**config.mk**
```make
export PLATFORM = sky130hd
export DESIGN_NAME = reflex_ctrl
export DESIGN_NICKNAME = d
export VERILOG_FILES = /design/src/rtl/reflex_ctrl.sv
export SDC_FILE = /design/constraint.sdc
export NUM_CORES = 1
export LEC_CHECK = 0
export ABC_CLOCK_PERIOD_IN_PS = 2400
export BUFFER_PORTS_ARGS = -buffer_cell sky130_fd_sc_hd__buf_2
export CAP_MARGIN = 40
export CORE_MARGIN = 5
export CORE_UTILIZATION = 55
export CTS_CLUSTER_SIZE = 10
export DETAILED_ROUTE_END_ITERATION = 8
export PLACE_DENSITY = 0.75
export SLEW_MARGIN = 25
export SYNTH_ARGS = -nofsm -noshare
export SYNTH_HDL_FRONTEND = slang
export SYNTH_SLANG_ARGS = --single-unit
export TNS_END_PERCENT = 50
```
**constraint.sdc**
```tcl
create_clock -name ck -period 2.4 [get_ports ck]
set_clock_uncertainty 0.2 [all_clocks]
set_input_delay 0.24 -clock ck [delete_from_list [all_inputs] [get_ports ck]]
set_output_delay 0.24 -clock ck [all_outputs]
set_load 0.01 [all_outputs]
```
**src/rtl/reflex_ctrl.sv**
```systemverilog
// Reflex-game control FSM: arms the penalty wait via wait_count, lights the LED, times the reaction.
// Optional REFLEX_PENALTY_EN: early presses grow errors and lengthen the next wait.
module reflex_ctrl #(
  parameter int TICK_DIV   = 50000,
  parameter int WAIT_TICKS = 250,
  parameter int TIMEOUT_MS = 999,
  parameter int MS_W       = 10
) (
  input  logic            ck,
  input  logic            rst,
  input  logic            start,
  input  logic            button,
  input  logic            end_wait,
  output logic            load_wait,
  output logic            dec_wait,
  output logic [1:0]      new_error_count,
  output logic            led,
  output logic [MS_W-1:0] reaction_ms,
  output logic            result_valid,
  output logic            too_slow,
  output logic            early,
  output logic [1:0]      errors
);

  localparam logic [1:0] ST_IDLE  = 2'd0;
  localparam logic [1:0] ST_LOAD  = 2'd1;
  localparam logic [1:0] ST_WAIT  = 2'd2;
  localparam logic [1:0] ST_LIGHT = 2'd3;

  localparam int PRE_W  = $clog2(TICK_DIV);
  localparam int STEP_W = (WAIT_TICKS > 1) ? $clog2(WAIT_TICKS) : 1;

  function automatic logic [1:0] sat_inc2(input logic [1:0] v);
    return (v == 2'd3) ? 2'd3 : v + 2'd1;
  endfunction

  logic [1:0]        state_r;
  logic [1:0]        state_nxt_s;
  logic              button_q;
  logic [PRE_W-1:0]  prescale_r;
  logic [STEP_W-1:0] step_r;
  logic [MS_W-1:0]   ms_cnt_r;
  logic [1:0]        errors_r;
  logic [MS_W-1:0]   reaction_r;
  logic              result_valid_r;
  logic              too_slow_r;
  logic              early_r;

  logic press_s;
  logic ms_tick_s;
  logic step_last_s;
  logic timeout_s;
  logic go_light_s;
  logic counting_s;

  assign press_s     = button & ~button_q;
  assign ms_tick_s   = (prescale_r == PRE_W'(TICK_DIV - 1));
  assign step_last_s = (step_r == STEP_W'(WAIT_TICKS - 1));
  assign timeout_s   = ms_tick_s && (ms_cnt_r == MS_W'(TIMEOUT_MS - 1));
  assign go_light_s  = (state_r == ST_WAIT) && !press_s && end_wait;
  assign counting_s  = (state_r == ST_WAIT) || (state_r == ST_LIGHT);

  // Next-state selection; a press always wins over end_wait and timeout.
  always_comb begin
    state_nxt_s = state_r;
    case (state_r)
      ST_IDLE:  if (start) state_nxt_s = ST_LOAD; else state_nxt_s = ST_IDLE;
      ST_LOAD:  state_nxt_s = ST_WAIT;
      ST_WAIT: begin
        if (press_s)       state_nxt_s = ST_LOAD;
        else if (end_wait) state_nxt_s = ST_LIGHT;
        else               state_nxt_s = ST_WAIT;
      end
      ST_LIGHT: if (press_s || timeout_s) state_nxt_s = ST_IDLE; else state_nxt_s = ST_LIGHT;
      default:  state_nxt_s = ST_IDLE;
    endcase
  end

  // Command lines to wait_count and the LED, decoded from the state registers.
  always_comb begin
    load_wait       = 1'b0;
    dec_wait        = 1'b0;
    new_error_count = 2'd0;
    led             = 1'b0;
    case (state_r)
      ST_LOAD: begin
        load_wait       = 1'b1;
        new_error_count = sat_inc2(errors_r);
      end
      ST_WAIT:  dec_wait = ms_tick_s && step_last_s && !press_s;
      ST_LIGHT: led = 1'b1;
      default: begin
        load_wait = 1'b0;
      end
    endcase
  end

  // State, counters, result registers and one-cycle event pulses.
  always_ff @(posedge ck) begin
    if (rst) begin
      state_r        <= ST_IDLE;
      button_q       <= 1'b1;
      prescale_r     <= '0;
      step_r         <= '0;
      ms_cnt_r       <= '0;
      errors_r       <= 2'd0;
      reaction_r     <= '0;
      result_valid_r <= 1'b0;
      too_slow_r     <= 1'b0;
      early_r        <= 1'b0;
    end else begin
      state_r        <= state_nxt_s;
      button_q       <= button;
      result_valid_r <= 1'b0;
      too_slow_r     <= 1'b0;
      early_r        <= 1'b0;

      if (counting_s && !go_light_s)
        prescale_r <= ms_tick_s ? '0 : prescale_r + PRE_W'(1);
      else
        prescale_r <= '0;

      if (state_r == ST_LOAD)
        step_r <= '0;
      else if ((state_r == ST_WAIT) && ms_tick_s)
        step_r <= step_last_s ? '0 : step_r + STEP_W'(1);

      if (go_light_s)
        ms_cnt_r <= '0;
      else if ((state_r == ST_LIGHT) && ms_tick_s)
        ms_cnt_r <= ms_cnt_r + MS_W'(1);

      if ((state_r == ST_WAIT) && press_s) begin
        early_r <= 1'b1;
`ifdef REFLEX_PENALTY_EN
        errors_r <= sat_inc2(errors_r);
`else
        errors_r <= 2'd0;
`endif
      end

      if ((state_r == ST_LIGHT) && press_s) begin
        reaction_r     <= ms_cnt_r;
        result_valid_r <= 1'b1;
        errors_r       <= 2'd0;
      end else if ((state_r == ST_LIGHT) && timeout_s) begin
        reaction_r <= '1;
        too_slow_r <= 1'b1;
      end
    end
  end

  assign reaction_ms  = reaction_r;
  assign result_valid = result_valid_r;
  assign too_slow     = too_slow_r;
  assign early        = early_r;
  assign errors       = errors_r;

endmodule
```
# Word-level counts from Yosys, hierarchy flattened
# Index checks and enable logic that the tools add are counted.
[word_totals] elab_cells=57 register_bits=50 in_bits=5
[op_classes] n_eq_ne=6 n_addsub=3 n_bitwise=3 reduce_logical=21 n_mux=15
[op_table] operator="$mux W10" count=2
[op_table] operator="$add A16 B1 Y16 const B" count=1
[op_table] operator="$eq A16 B16 Y1 const B" count=1
[op_table] operator="$logic_and A1 B1 Y1" count=11
[op_table] operator="$add A10 B1 Y10 const B" count=1
[op_table] operator="$eq A10 B10 Y1 const B" count=1
[op_table] operator="$mux W1" count=9
[op_table] operator="$add A8 B1 Y8 const B" count=1
[op_table] operator="$eq A8 B8 Y1 const B" count=1
[op_table] operator="$mux W8" count=1
[op_table] operator="$pmux W2 S4" count=1
[op_table] operator="$reduce_or A2 Y1" count=3
[op_table] operator="$eq A2 B2 Y1 const B" count=2
[op_table] operator="$mux W2" count=2
[op_table] operator="$reduce_or A3 Y1" count=1
[op_table] operator="$eq A2 B1 Y1 const B" count=1
[op_table] operator="$logic_not A1 Y1" count=2
[op_table] operator="$logic_not A2 Y1" count=1
[op_table] operator="$logic_or A1 B1 Y1" count=2
[op_table] operator="$not A1 Y1" count=2
[op_table] operator="$reduce_bool A2 Y1" count=1
[op_table] operator="$and A1 B1 Y1" count=1

# Depth between registers and ports, before layout
# Gate-level depths: netlist (run 1).
[logic_depth] depth_word=9 depth_mapped=6 ltp_nobuf=6

# Least setup slack after synthesis (run 1)
# Ideal clock, no wire load.
[synth_timing] kind="register to register" from="register prescale_r[0]" to="register reaction_r[8] (netlist: reaction_ms[8])" n_path_buf=1 setup_slack_ps=462 stages_incl_launch_ff=7 arrival_time_ps=1658 cell_sequence="dfxtp_1 -> ha_1 -> and3_1 -> nand4_2 -> or3_4 -> buf_6 -> a211oi_2"
[synth_between] elab_chain_len=4
[synth_lines] element="start: declaration" line="40" source="logic [PRE_W-1:0] prescale_r;"
[synth_lines] element="start signal: assignment" line="119" source="prescale_r <= ms_tick_s ? '0 : prescale_r + PRE_W'(1);"
[synth_lines] element="$eq A16 B16 Y1" line="57" source="assign ms_tick_s = (prescale_r == PRE_W'(TICK_DIV - 1));"
[synth_lines] element="$logic_and A1 B1 Y1" line="59" source="assign timeout_s = ms_tick_s && (ms_cnt_r == MS_W'(TIMEOUT_MS - 1));"
[synth_lines] element="$logic_and A1 B1 Y1" line="146" source="end else if ((state_r == ST_LIGHT) && timeout_s) begin"
[synth_lines] element="$reduce_bool A2 Y1 (no source line)"
[synth_lines] element="end signal: assignment" line="143" source="reaction_r <= ms_cnt_r;"
[synth_lines] element="end: declaration" line="44" source="logic [MS_W-1:0] reaction_r;"
# No other way between the ends.
# A chain may end at the register's enable or synchronous reset.

# Final worst setup path (run 1)
[layout_timing] from="register prescale_r[0]" to="output port dec_wait"
[layout_between] elab_chain_len=4
[layout_lines] element="$eq A16 B16 Y1" line="57"
[layout_lines] element="$logic_and A1 B1 Y1 (2 in series)" line="90" source="ST_WAIT: dec_wait = ms_tick_s && step_last_s && !press_s;"
[layout_lines] element="$mux W1" line="85" source="case (state_r)"
[layout_lines] element="end: declaration" line="15" source="output logic dec_wait,"
# No other way between the ends.

==> impl_metrics.csv, run 1 <==
group,metric,value,unit
status,status,"finished clean",
grt,grt_start_max_net_pins,21,
timing,fin_crit_sh,93.6,%
clock_tree,postCtsSetupBuffers,0,
grt,grt_pass1_wl,8330,um
floorplan,initial_core_util,56.2,%
floorplan,ios,25,
place,dpl.hpwl,3310,um
hold_path,min_path_cells,3,
synth,yosys_warnings,0,
synth,syn_inst,272,
clock_tree,clk_latency,0.30,ns
timing,rsz0062_at_grt,"false",
power,max-vdd-ir-drop,0.383,mV
clock_tree,cts_made_buffers,5,
synth,synthFlopType,"dfxtp_1",
synth,yosysTopAreaCellShare,41.2,%
timing,fin_setup_tns,0,ns
timing,setup_violations,0,
synth,ys_seq_area_share,41.2,%
final_layout,multi_input_area,1340,um^2
clock_tree,clockRootBuffer,"clkbuf_8",
final_layout,regArea,1000,um^2
floorplan,fp.dieArea,5840,um^2
power,switchingPower,0.000334,W
final_layout,fin_nets,303,
final_layout,fillers,395,
grt,antenna_found_initial,0,
clock_tree,clockBufferDepth,2,
synth,synth.avg_cell_area,8.93,um^2
timing,finalCriticalPeriod,2.25,ns
floorplan,die_x,76.5,um
route,via_per_inst,5.80,
setup_path,path_max_fanout,6,
clock_tree,htree_levels,2,
setup_path,worstPathRequired,1.96,ns
power,p_sw_share,22.2,%
timing,finalHoldViolCount,0,
route,drc_errors,0,
flow_run,timing.max_cap.violations,0,
timing,max_freq,445,MHz
clock_tree,clock-sinks,50,
place,io_buffers,21,
synth,synth_area_leader_cell,"dfxtp_1",
synth,ys_ff_latch,50,
timing,holdWs,0.0667,ns
clock_tree,cts_tree,"done",
synth,synthArstFlopShare,0,%
route,drt_wl_total,4680,um
power,p_seq_share,56.1,%
grt,grt_pass1_vias,1938,
route,wl_per_cell,13.5,um
setup_path,crit_arrival,1.81,ns
floorplan,die_h,76.5,um
setup_path,endpoint_kind,"output port",
power,p_per_area,561,nW/um^2
synth,synthTopCellsByArea,"dfxtp_1 (41%), nor2_1 (5.4%), a211oi_2 (4.6%)",
grt,track_usage,16.6,%
timing,slew_violations,0,
place,gp_congestion,0.828,
clock_tree,clkTransAtPathRegs,0.09,ns
power,combPwrFrac,5.5,%
floorplan,core_area,4320,um^2
power,p_int,0.00117,W
setup_path,cp-start-kind,"register",
synth,synth_edf_count,0,
setup_path,crit_type,"register to output port",
power,power.clock.fraction,38.5,%
grt,grt-ovfl-total,0,
final_layout,area_delta_synth_final,10.4,%
final_layout,diodes,0,
synth,synth.distinct_cells,53,
power,p_leak,0.995,nW
route,vias,2008,
final_layout,drive_gt1_share,17.7,%
floorplan,rows,24,
setup_path,reg2reg_depth,5,
route,first_pass_iters,4,
synth,syn_area,2430,um^2
route,drt_iter0_markers,149,
hold_path,min_path_type,"input pin to register",
route,ant_nets,0,
## power by group through the flow
stage / Sequential, W / Clock, W / Combinational, W
after floorplan: 0.000861 / 0 / 0.0000602
after global placement: 0.000862 / 0 / 0.0000787
after detailed placement: 0.000862 / 0 / 0.0000804
after CTS: 0.000843 / 0.000594 / 0.0000818
after global routing: 0.000844 / 0.000625 / 0.0000906
final: 0.000843 / 0.000578 / 0.0000820
## flip-flops by register name, indices dropped and copies added (netlist names)
register      flops
result_valid      1
button_q          1
state_r           2
ms_cnt_r         10
prescale_r       16
early             1
reaction_ms      10
too_slow          1
step_r            8
## placed cells by master, fill, tap and decap left out, drive strengths merged, types with 3 or more instances in the layout
cell type	count
a211oi	10
a21oi	12
a31oi	3
and3	7
and4	5
buf	24
clkbuf	5
clkinv	3
conb	3
dfxtp	50
ha	5
inv	6
mux2i	4
nand2	15
nand2b	8
nand3	14
nand4	11
nor2	35
nor3	8
o21ai	11
o311ai	4
o31ai	3
or3	9
xnor2	6
xor2	5
## cell usage after synthesis, drive strengths merged, types with 8 or more instances
cell / n
nand3: 14
nor3: 8
nor2: 35
nand2: 15
buf: 8
a21oi: 12
dfxtp: 50
nand4: 11
a211oi: 10
nand2b: 8
or3: 9
o21ai: 11
## area by class of cell
cell class / count / share of cell area (%)
multi-input combinational: 204 / 50.1
sequential: 50 / 37.3
timing repair buffer: 25 / 5.13
clock buffer: 5 / 2.57
tap: 52 / 2.43
clock inverter: 3 / 1.49
inverter: 7 / 0.980
## worst max-delay path, cell delays in order, from the launching register on
cell,delay (ns)
dfxtp_1,0.37
ha_1,0.22
and3_2,0.25
nand4_2,0.18
nor4_2,0.31
buf_2,0.17
## repair_timing
item,4_1_cts,5_1_grt
setup endpoints to repair,0,2
gates resized for setup,0,2
hold buffers,1,0
endpoints found under the hold margin,1,0
## metal layers
layer	vias to the layer above	GRT usage, %	share of wire [%]
li1	1034	-	-
met2	32	29.0	48
met5	-	0	0
met3	10	4.02	3.7
met4	0	5.77	1.8
met1	932	19.7	47
## logic make-up (layout without fill, tap and decap cells)
logic type               Yosys count  count (layout)  share of synthesized area, %
buffers and inverters             20              40                          4.12
other                              1               3                         0.154
AND/OR/NAND/NOR                  128             128                          29.4
XOR/XNOR                          11              11                          3.97
flip-flops                        50              50                          41.2
AO/OA/AOI/OAI                     53              53                          16.9
adder cells (fa/ha/maj)            5               5                          2.58
multiplexers                       4               4                          1.65
## path summary, 6_finish.rpt
path                                               start                       end  slack (ns)
worst min-delay path                               start     state_r[0]$_SDFF_PP0_        0.07
worst min register to register  prescale_r[0]$_SDFF_PP0_  prescale_r[0]$_SDFF_PP0_        0.27
worst max-delay path            prescale_r[0]$_SDFF_PP0_                  dec_wait        0.15
worst max register to register  prescale_r[0]$_SDFF_PP0_    step_r[5]$_SDFFE_PP0P_        0.26
## per-stage QoR
| stage | setup WS (ns) | cells | total power [W] | utilization, % | instance area [um^2] |
|---|---|---|---|---|---|
| after global routing | 0.0155 | 346 | 0.00156 | 62.0 | 2680 |
| after detailed placement | 0.229 | 337 | 0.000942 | 59.1 | 2550 |
| after CTS | 0.0762 | 346 | 0.00152 | 61.8 | 2670 |
| after global placement | 0.337 | 337 | 0.000941 | 59.1 | 2550 |
| after floorplan | 0.462 | 274 | 0.000921 | - | 2440 |
| final | 0.154 | 346 | 0.00150 | 62.0 | 2680 |
Power figures use the tool's default switching activity.
==> run 2: changes to the inputs <==
Settings changed: BUFFER_PORTS_ARGS -buffer_cell sky130_fd_sc_hd__buf_2 to default, DONT_BUFFER_PORTS from default to 1, PLACE_DENSITY 0.75 to 0.7.
==> run 2 against run 1 <==
  * Combinational power fell by 7.9%
  * Critical path depth unchanged
  * Non-clock buffer count decreased by 15
  * Worst setup slack got worse by 0.034 ns
  * Sequential share of layout area grew 0.57 points
  * Die area unchanged
  * Register-to-register slack gained 0.02 ns
  * First-iteration DRC count fell by 25%
  * Routed wire length down 1.6%
  * Via count fell by 3.2%
  * Count of clock-buffer cells in the layout unchanged
  * Critical path type unchanged
  * Critical endpoint unchanged
==> impl_metrics.csv, run 2 (synthesized netlist as in run 1, its figures left out) <==
group,metric,value,unit
grt,track_usage,16.3,%
timing,max_freq,439,MHz
status,status,"finished clean",
power,max-vdd-ir-drop,0.358,mV
setup_path,worstPathRequired,1.96,ns
final_layout,diodes,0,
clock_tree,clockBufferDepth,2,
setup_path,crit_arrival,1.84,ns
clock_tree,htree_levels,2,
floorplan,initial_core_util,56.2,%
power,p_per_area,570,nW/um^2
route,vias,1944,
timing,fin_crit_sh,95.0,%
setup_path,crit_chain,"ha_1 -> and3_1 -> nand4_4 -> nor4_2 -> buf_4",
final_layout,regMostFlops,"prescale_r",
final_layout,largest_register_ffs,16,
timing,slew_violations,0,
flow_run,timing.max_cap.violations,0,
route,first_pass_iters,5,
final_layout,area_delta_synth_final,8.76,%
grt,grt_pass1_wl,8160,um
floorplan,die_h,76.5,um
clock_tree,cts_tree,"done",
clock_tree,clkTransAtPathRegs,0.09,ns
clock_tree,postCtsSetupBuffers,0,
setup_path,cp_slowest_cell,"dfxtp_1",
place,gp_congestion,0.828,
final_layout,final_cell_mix,"dfxtp_1 (50), nor2_1 (35), nand2_1 (15)",
grt,grt_pass1_vias,1840,
final_layout,final_common_cell,"dfxtp_1",
timing,setup_violations,0,
route,drt_iter0_markers,112,
setup_path,endpoint_kind,"output port",
route,wl_per_cell,13.9,um
floorplan,ios,25,
clock_tree,cts_made_buffers,5,
clock_tree,clk_latency,0.30,ns
setup_path,crit_type,"register to output port",
setup_path,cp-start-kind,"register",
power,p_leak,0.905,nW
setup_path,path_max_fanout,6,
place,io_buffers,0,
floorplan,core_area,4320,um^2
timing,tightestPinTransition,0.507,ns
hold_path,min_path_type,"input pin to register",
timing,fin_setup_tns,0,ns
timing,setup_ws,0.120,ns
place,pre_cts_ws,0.274,ns
floorplan,rows,24,
setup_path,critPathMaxStageDelay,0.38,ns
final_layout,drive_gt1_share,12.2,%
grt,antenna_found_initial,0,
timing,finalHoldViolCount,0,
grt,grt_start_max_net_pins,19,
floorplan,fp.dieArea,5840,um^2
timing,max_slew_margin,66.1,%
final_layout,fin_nets,288,
floorplan,die_x,76.5,um
final_layout,utilization,61.1,%
clock_tree,clock-sinks,50,
route,ant_nets,0,
timing,rsz0062_at_grt,"false",
clock_tree,clockRootBuffer,"clkbuf_8",
timing,finalCriticalPeriod,2.28,ns
route,drc_errors,0,
grt,grt-ovfl-total,0,
route,via_per_inst,5.87,
final_layout,fillers,397,
route,drt_wl_total,4610,um
place,dpl.hpwl,3270,um
-- run 2: changes by cell type in the layout (fill, tap and decap cells not counted), sizes merged --
cell | previous run | this run
buf | 24 | 7
inv | 6 | 7
clkinv | 3 | 2
dlygate4sd3 | 1 | 3
-- run 2: through the flow --
step                area (um^2)  cells  power, W  hold WS (ns)
floorplan                  2440    274  0.000921         0.147
global placement           2470    319  0.000927         0.110
detailed placement         2470    319  0.000928         0.111
CTS                        2620    330   0.00152        0.0113
global route               2640    331   0.00158        0.0291
finish                     2640    331   0.00151        0.0181
-- run 2: cell type report --
cell class / instances / area (um^2) / share of cell area, %
clock buffers: 5 / 68.8 / 2.61
clock inverters: 3 / 43.8 / 1.66
inverters: 7 / 26.3 / 0.995
multi-input cells: 204 / 1350 / 51.1
flip-flops and latches: 50 / 1000 / 37.9
well taps: 52 / 65.1 / 2.46
repair buffers: 10 / 86.3 / 3.27
-- run 2: worst paths after layout --
check / from / to / slack, ns / cells after the start
setup / recovery: prescale_r[0]$_SDFF_PP0_ / dec_wait / 0.12 / 5
hold / removal: rst / step_r[7]$_SDFFE_PP0P_ / 0.02 / 3
setup reg to reg: prescale_r[0]$_SDFF_PP0_ / reaction_ms[0]$_SDFFE_PP0P_ / 0.28 / 5
hold reg to reg: step_r[7]$_SDFFE_PP0P_ / step_r[7]$_SDFFE_PP0P_ / 0.27 / 1
-- run 2: repair_timing --
action / CTS / global route
gates resized for setup: 0 / 2
hold buffers: 3 / 0
hold endpoints to repair: 26 / 0
setup endpoints to repair: 0 / 1
-- run 2: power by group --
| group | internal (W) | switching [W] |
|---|---|---|
| Clock | 0.000312 | 0.000274 |
| Combinational | 0.0000238 | 0.0000517 |
| Sequential | 0.000836 | 0.00000832 |
-- run 2: per-layer routing --
metal	GRT usage (%)	share of wire, %	vias to the layer above
li1	-	-	1000
met2	27.5	47	30
met1	20.6	48	907
met3	4.85	3.8	7
met5	0	0	-
met4	3.15	1.1	0
-- run 2: worst max-delay path: cells and delay by family, from the launching register on --
kind | cells | cell delay, ns
fa+ha+maj | 1 | 0.23
simple gates | 3 | 0.77
flops | 1 | 0.38
buf+inv | 1 | 0.17
